<file path="src/rtl/ysyx_23060025_icache.sv">
// Direct-mapped read-only instruction cache between the IFU fetch port and AXI.
// A miss refills the whole line with one INCR burst; fence_i invalidates every line.
module ysyx_23060025_icache #(
    parameter int ADDR_WIDTH  = 32,
    parameter int DATA_WIDTH  = 32,
    parameter int OFFSET_BITS = 4,
    parameter int INDEX_BITS  = 4
) (
    input  logic                  clock,
    input  logic                  reset,
    input  logic                  in_psel,
    input  logic [ADDR_WIDTH-1:0] in_paddr,
    output logic                  in_pready,
    output logic [DATA_WIDTH-1:0] in_prdata,
    input  logic                  fence_i,
    output logic                  axi_arvalid,
    input  logic                  axi_arready,
    output logic [ADDR_WIDTH-1:0] axi_araddr,
    output logic [7:0]            axi_arlen,
    output logic [2:0]            axi_arsize,
    output logic [1:0]            axi_arburst,
    input  logic                  axi_rvalid,
    output logic                  axi_rready,
    input  logic [DATA_WIDTH-1:0] axi_rdata,
    input  logic [1:0]            axi_rresp,
    input  logic                  axi_rlast
);
    localparam int TAG_BITS  = ADDR_WIDTH - INDEX_BITS - OFFSET_BITS;
    localparam int WORD_BITS = OFFSET_BITS - 2;
    localparam int LINES     = 1 << INDEX_BITS;
    localparam int WORDS     = 1 << WORD_BITS;

    typedef enum logic [2:0] {IDLE, LOOKUP, ADDR, REFILL, RESP} state_t;

    state_t                  state, next_state;
    logic [ADDR_WIDTH-1:0]   req_addr;
    logic [WORD_BITS-1:0]    beat_cnt;
    logic [DATA_WIDTH-1:0]   resp_buf;
    logic                    err;
    logic                    fence_pending;
    logic [LINES-1:0]        valid;
    logic [TAG_BITS-1:0]     tag_mem  [LINES];
    logic [DATA_WIDTH-1:0]   data_mem [LINES][WORDS];

    logic [TAG_BITS-1:0]     req_tag;
    logic [INDEX_BITS-1:0]   req_idx;
    logic [WORD_BITS-1:0]    req_word;
    logic                    hit;
    logic                    beat_fire;
    logic                    beat_err;
    logic                    to_idle;
    logic                    unused_addr_bits;

    assign req_tag          = req_addr[ADDR_WIDTH-1 -: TAG_BITS];
    assign req_idx          = req_addr[OFFSET_BITS +: INDEX_BITS];
    assign req_word         = req_addr[2 +: WORD_BITS];
    assign unused_addr_bits = ^req_addr[1:0];
    assign hit              = valid[req_idx] && (tag_mem[req_idx] == req_tag);
    assign beat_fire        = (state == REFILL) && axi_rvalid;
    assign beat_err         = (axi_rresp != 2'b00);
    assign to_idle          = (state != IDLE) && (next_state == IDLE);

    assign axi_arlen   = 8'(WORDS - 1);
    assign axi_arsize  = 3'b010;
    assign axi_arburst = 2'b01;

    always_comb begin
        next_state  = state;
        in_pready   = 1'b0;
        in_prdata   = '0;
        axi_arvalid = 1'b0;
        axi_araddr  = '0;
        axi_rready  = 1'b0;
        case (state)
            IDLE: begin
                if (!fence_i && in_psel) next_state = LOOKUP;
            end
            LOOKUP: begin
                if (hit) begin
                    in_pready  = 1'b1;
                    in_prdata  = data_mem[req_idx][req_word];
                    next_state = IDLE;
                end else begin
                    next_state = ADDR;
                end
            end
            ADDR: begin
                axi_arvalid = 1'b1;
                axi_araddr  = {req_tag, req_idx, {OFFSET_BITS{1'b0}}};
                if (axi_arready) next_state = REFILL;
            end
            REFILL: begin
                axi_rready = 1'b1;
                if (axi_rvalid && axi_rlast) next_state = RESP;
            end
            RESP: begin
                in_pready  = 1'b1;
                in_prdata  = resp_buf;
                next_state = IDLE;
            end
            default: next_state = IDLE;
        endcase
    end

    // A fence seen mid-transaction is deferred and applied as the FSM re-enters IDLE,
    // so the in-flight response is still delivered but the next request misses.
    always_ff @(posedge clock) begin
        if (reset) begin
            state         <= IDLE;
            req_addr      <= '0;
            beat_cnt      <= '0;
            resp_buf      <= '0;
            err           <= 1'b0;
            fence_pending <= 1'b0;
            valid         <= '0;
        end else begin
            state <= next_state;
            case (state)
                IDLE: begin
                    if (in_psel && !fence_i) req_addr <= in_paddr;
                end
                ADDR: beat_cnt <= '0;
                REFILL: begin
                    if (beat_fire) begin
                        beat_cnt <= beat_cnt + WORD_BITS'(1);
                        if (beat_cnt == req_word) resp_buf <= axi_rdata;
                        if (beat_err) err <= 1'b1;
                        if (axi_rlast)
                            valid[req_idx] <= !(err || beat_err || fence_pending || fence_i);
                    end
                end
                RESP: err <= 1'b0;
                default: ;
            endcase
            if (state != IDLE && fence_i) fence_pending <= 1'b1;
            if ((state == IDLE && fence_i) || (to_idle && (fence_pending || fence_i))) begin
                valid         <= '0;
                fence_pending <= 1'b0;
            end
        end
    end

    always_ff @(posedge clock) begin
        if (!reset && beat_fire) begin
            data_mem[req_idx][beat_cnt] <= axi_rdata;
            if (axi_rlast) tag_mem[req_idx] <= req_tag;
        end
    end
endmodule

</file>
<file path="config.mk">
export PLATFORM = sky130hd
export DESIGN_NAME = ysyx_23060025_icache
export DESIGN_NICKNAME = d
export VERILOG_FILES = /design/src/rtl/ysyx_23060025_icache.sv
export SDC_FILE = /design/constraint.sdc
export NUM_CORES = 2
export LEC_CHECK = 0
export CORE_ASPECT_RATIO = 0.5
export CORE_MARGIN = 3
export CORE_UTILIZATION = 45
export DETAILED_ROUTE_END_ITERATION = 10
export SLEW_MARGIN = 20
export SYNTH_ARGS = -nofsm -noshare
export SYNTH_HDL_FRONTEND = slang
export SYNTH_SLANG_ARGS = --single-unit
</file>
<file path="constraint.sdc">
create_clock -name clock -period 8.4 [get_ports clock]
set_clock_uncertainty 0.2 [all_clocks]
set_input_delay 2.52 -clock clock [delete_from_list [all_inputs] [get_ports clock]]
set_output_delay 2.52 -clock clock [all_outputs]
set_load 0.1 [all_outputs]
</file>
==> flow_summary.yaml <==
status:
  outcome: "completed"
die:
  initial_utilization_pct: 45.5
  die_area_um2: 223000
  rows: 120
  coreArea_um2: 215000
  io_pins: 153
  die_height_um: 336
  die_w_um: 665
logic_synthesis:
  synth-seq-cells: 2521
  syn-instance-count: 4418
  ys_async_sr_fraction_pct: 0
  avgSynthCellArea_um2: 22.1
  synth_edf_count: 2432
  yosysUniqueCellTypes: 68
  yosysSeqAreaShare_pct: 76.5
  ys.warnings.count: 0
  synthFlopType: "edfxtp_1"
  syn_area_um2: 97800
worst_setup_path:
  worstPathRequired_ps: 5680
  crit_arrival_ps: 5500
  slowest_stage: "dfxtp_4"
  crit_path_end_kind: "output pin"
  critPathMaxFanout: 57
  worst_path_most_repeated_cell: "buf_4"
  path_class: "register to output pin"
  crit_path_cell_trace: "buf_4 > mux4_2 > nand3b_1 > o21ai_0 > o41a_1 > nor4_1 > buf_4 > nand4_1 > buf_4 > buf_4 > o21ai_1 > buf_4"
  cp-start-kind: "register"
  crit_family: "buffers and inverters"
  path_buf_inv: 5
  critPathMaxStageDelay_ps: 980
sta:
  grt_setup_unrepaired: "false"
  max_freq_ghz: 0.122
  report.final.slew_viol_count: 0
  tightest_slew_ps: 1210
  layout_min_cycle_time_ps: 8220
  hold_viol_final: 0
  setup_viol: 0
  setup_tns_ps: 0
  max_slew_margin_pct: 19.1
  fin_ws_ps: 176
  whs_ps: 297
  fin_crit_sh_pct: 97.9
place:
  placed_cell_area_um2: 103000
  pre_cts_slack_ps: 969
  io_buffers: 133
  globalplace.congestion: 0.794
  dp.cells: 7337
  dp_hpwl_um: 133000
drt:
  wl_per_cell_um: 31.2
  num_vias: 46500
  drt_pass1_iterations: 5
  final_antenna_net_count: 0
  drt-total-wl_um: 242000
  vias_per_cell: 6.01
  drc_errors: 0
  dr.first_iter.drc_count: 5211
global_route:
  grt.overflow.total: 0
  antenna_found_initial: 10
  grt_max_degree: 150
  grt_pass1_wl_um: 345000
  track_usage_pct: 21.6
  grt_pass1_vias: 46900
clock_tree:
  post_cts_resized: 0
  path_clk_slew_ps: 60
  clk_latency_ps: 840
  htreeDepth: 4
  post_cts_buffers: 0
  clock_sinks: 2521
  tritoncts: "done"
  clock_path_buffers: 4
  clock-root-buffer: "clkbuf_16"
  cts_made_buffers: 224
  postCtsHoldBufs: 0
run:
  max-cap-violations: 0
cells_and_area:
  layout-drive-gt1-share_pct: 27.9
  fill_cells: 16700
  final_cells: 7746
  fin_nets: 4776
  area_delta_synth_final_pct: 12.8
  postLayoutCellArea_um2: 110000
power_and_ir_drop:
  ir_drop_uv: 170
  p_leak_nw: 33.2
  power.density_cell_area_nw_per_um2: 226
worst_hold_path:
  worstHoldPathType: "register to register"
cell usage in the layout, fill, tap and decap left out, types with 5 or more instances in the layout:
| cell | instances |
|---|---|
| nor2_1 | 112 |
| clkinv_1 | 44 |
| inv_1 | 10 |
| diode_2 | 5 |
| nand3_1 | 15 |
| mux2i_1 | 197 |
| buf_16 | 6 |
| clkbuf_16 | 227 |
| nand2b_1 | 8 |
| buf_4 | 204 |
| xnor2_1 | 13 |
| dfxtp_4 | 5 |
| mux2_2 | 49 |
| mux4_2 | 681 |
| clkinv_2 | 46 |
| a22oi_1 | 29 |
| xor2_1 | 6 |
| clkbuf_8 | 12 |
| a221oi_1 | 5 |
| a22o_1 | 8 |
| o22a_1 | 6 |
| nor2b_1 | 16 |
| clkdlybuf4s50_1 | 67 |
| nand2_1 | 137 |
| o21ai_1 | 32 |
| a21oi_1 | 98 |
| nor2_4 | 80 |
| o21ai_0 | 5 |
| conb_1 | 17 |
| and2_1 | 34 |
| buf_12 | 16 |
| edfxtp_1 | 2432 |
| bufinv_16 | 12 |
| o211ai_1 | 6 |
| and3_1 | 7 |
| clkbuf_1 | 52 |
| dfxtp_1 | 83 |
cells by family (layout without fill, tap and decap cells):
group / count (synthesis) / count (layout) / share of synthesized area (%)
buf+inv: 267 / 708 / 1.43
fa+ha+maj: 4 / 4 / 0.0512
flops: 2521 / 2521 / 76.5
mux: 927 / 927 / 18.3
simple gates: 448 / 448 / 2.05
compound gates: 230 / 230 / 1.48
other cells: 2 / 22 / 0.00768
xor+xnor: 19 / 19 / 0.170
state kept, by name, indices dropped and copies added (netlist names), named ones only:
register and flops:
valid 16, err 1, tag_mem 384, req_addr 30, state 3, data_mem 2048
beat_cnt 2, resp_buf 32, fence_pending 1
layout make-up:
class                      count  area [um2]  share of cell area, %
sequential                  2521       74800                   67.9
multi-input combinational   1645       22200                   20.1
clock buffer                 291        6040                   5.48
tap                         2867        3590                   3.25
timing repair buffer         296        2700                   2.45
clock inverter               110         823                  0.747
inverter                      11        48.8                 0.0443
antenna                        5        12.5                 0.0113
routing by layer:
metal / GRT usage [%] / part of all wire (%)
met1: 31.5 / 42
met2: 34.4 / 48
met3: 4.00 / 8.3
met5: 0 / 0
met4: 4.39 / 1.9
final timing paths:
check	to	from	slack, ps	cells after the start
worst max-delay path	in_prdata[14]	register	180	12
worst min-delay path	resp_buf[9]$_SDFFE_PP0P_	resp_buf[9]$_SDFFE_PP0P_	300	2
worst max register to register	valid[5]$_SDFFE_PP0P_	register	4030	9
worst min register to register	resp_buf[9]$_SDFFE_PP0P_	resp_buf[9]$_SDFFE_PP0P_	300	2
power by group:
group / internal, W / switching, W / total (W)
logic: 0.000478 / 0.000713 / 0.00119
registers: 0.0138 / 0.0000687 / 0.0138
clock network: 0.00541 / 0.00443 / 0.00984
synth_stat cells (10+ instances only):
library cell / n / area (um2)
a21oi_1: 98 / 490
a22oi_1: 29 / 218
and2_1: 35 / 219
buf_2: 95 / 475
buf_4: 53 / 398
buf_6: 10 / 113
clkbuf_1: 87 / 327
dfxtp_1: 89 / 1780
edfxtp_1: 2432 / 73000
inv_1: 10 / 37.5
mux2_2: 49 / 552
mux2i_1: 197 / 1970
mux4_2: 681 / 15300
nand2_1: 137 / 514
nand3_1: 15 / 75.1
nor2_1: 192 / 721
nor2b_1: 16 / 100
o21ai_1: 32 / 160
xnor2_1: 13 / 114
metrics by stage:
step / power [W] / utilization, %
global route: 0.0256 / 51.3
floorplan: 0.0148 / -
finish: 0.0249 / 51.3
CTS: 0.0251 / 51.2
detailed placement: 0.0153 / 48.0
global placement: 0.0153 / 48.0
worst min-delay path: stages, from the launching register on:
cell and delay, ps:
dfxtp_1 320, mux2i_1 60, nor2_1 80
(Power assumes the default switching activity.)
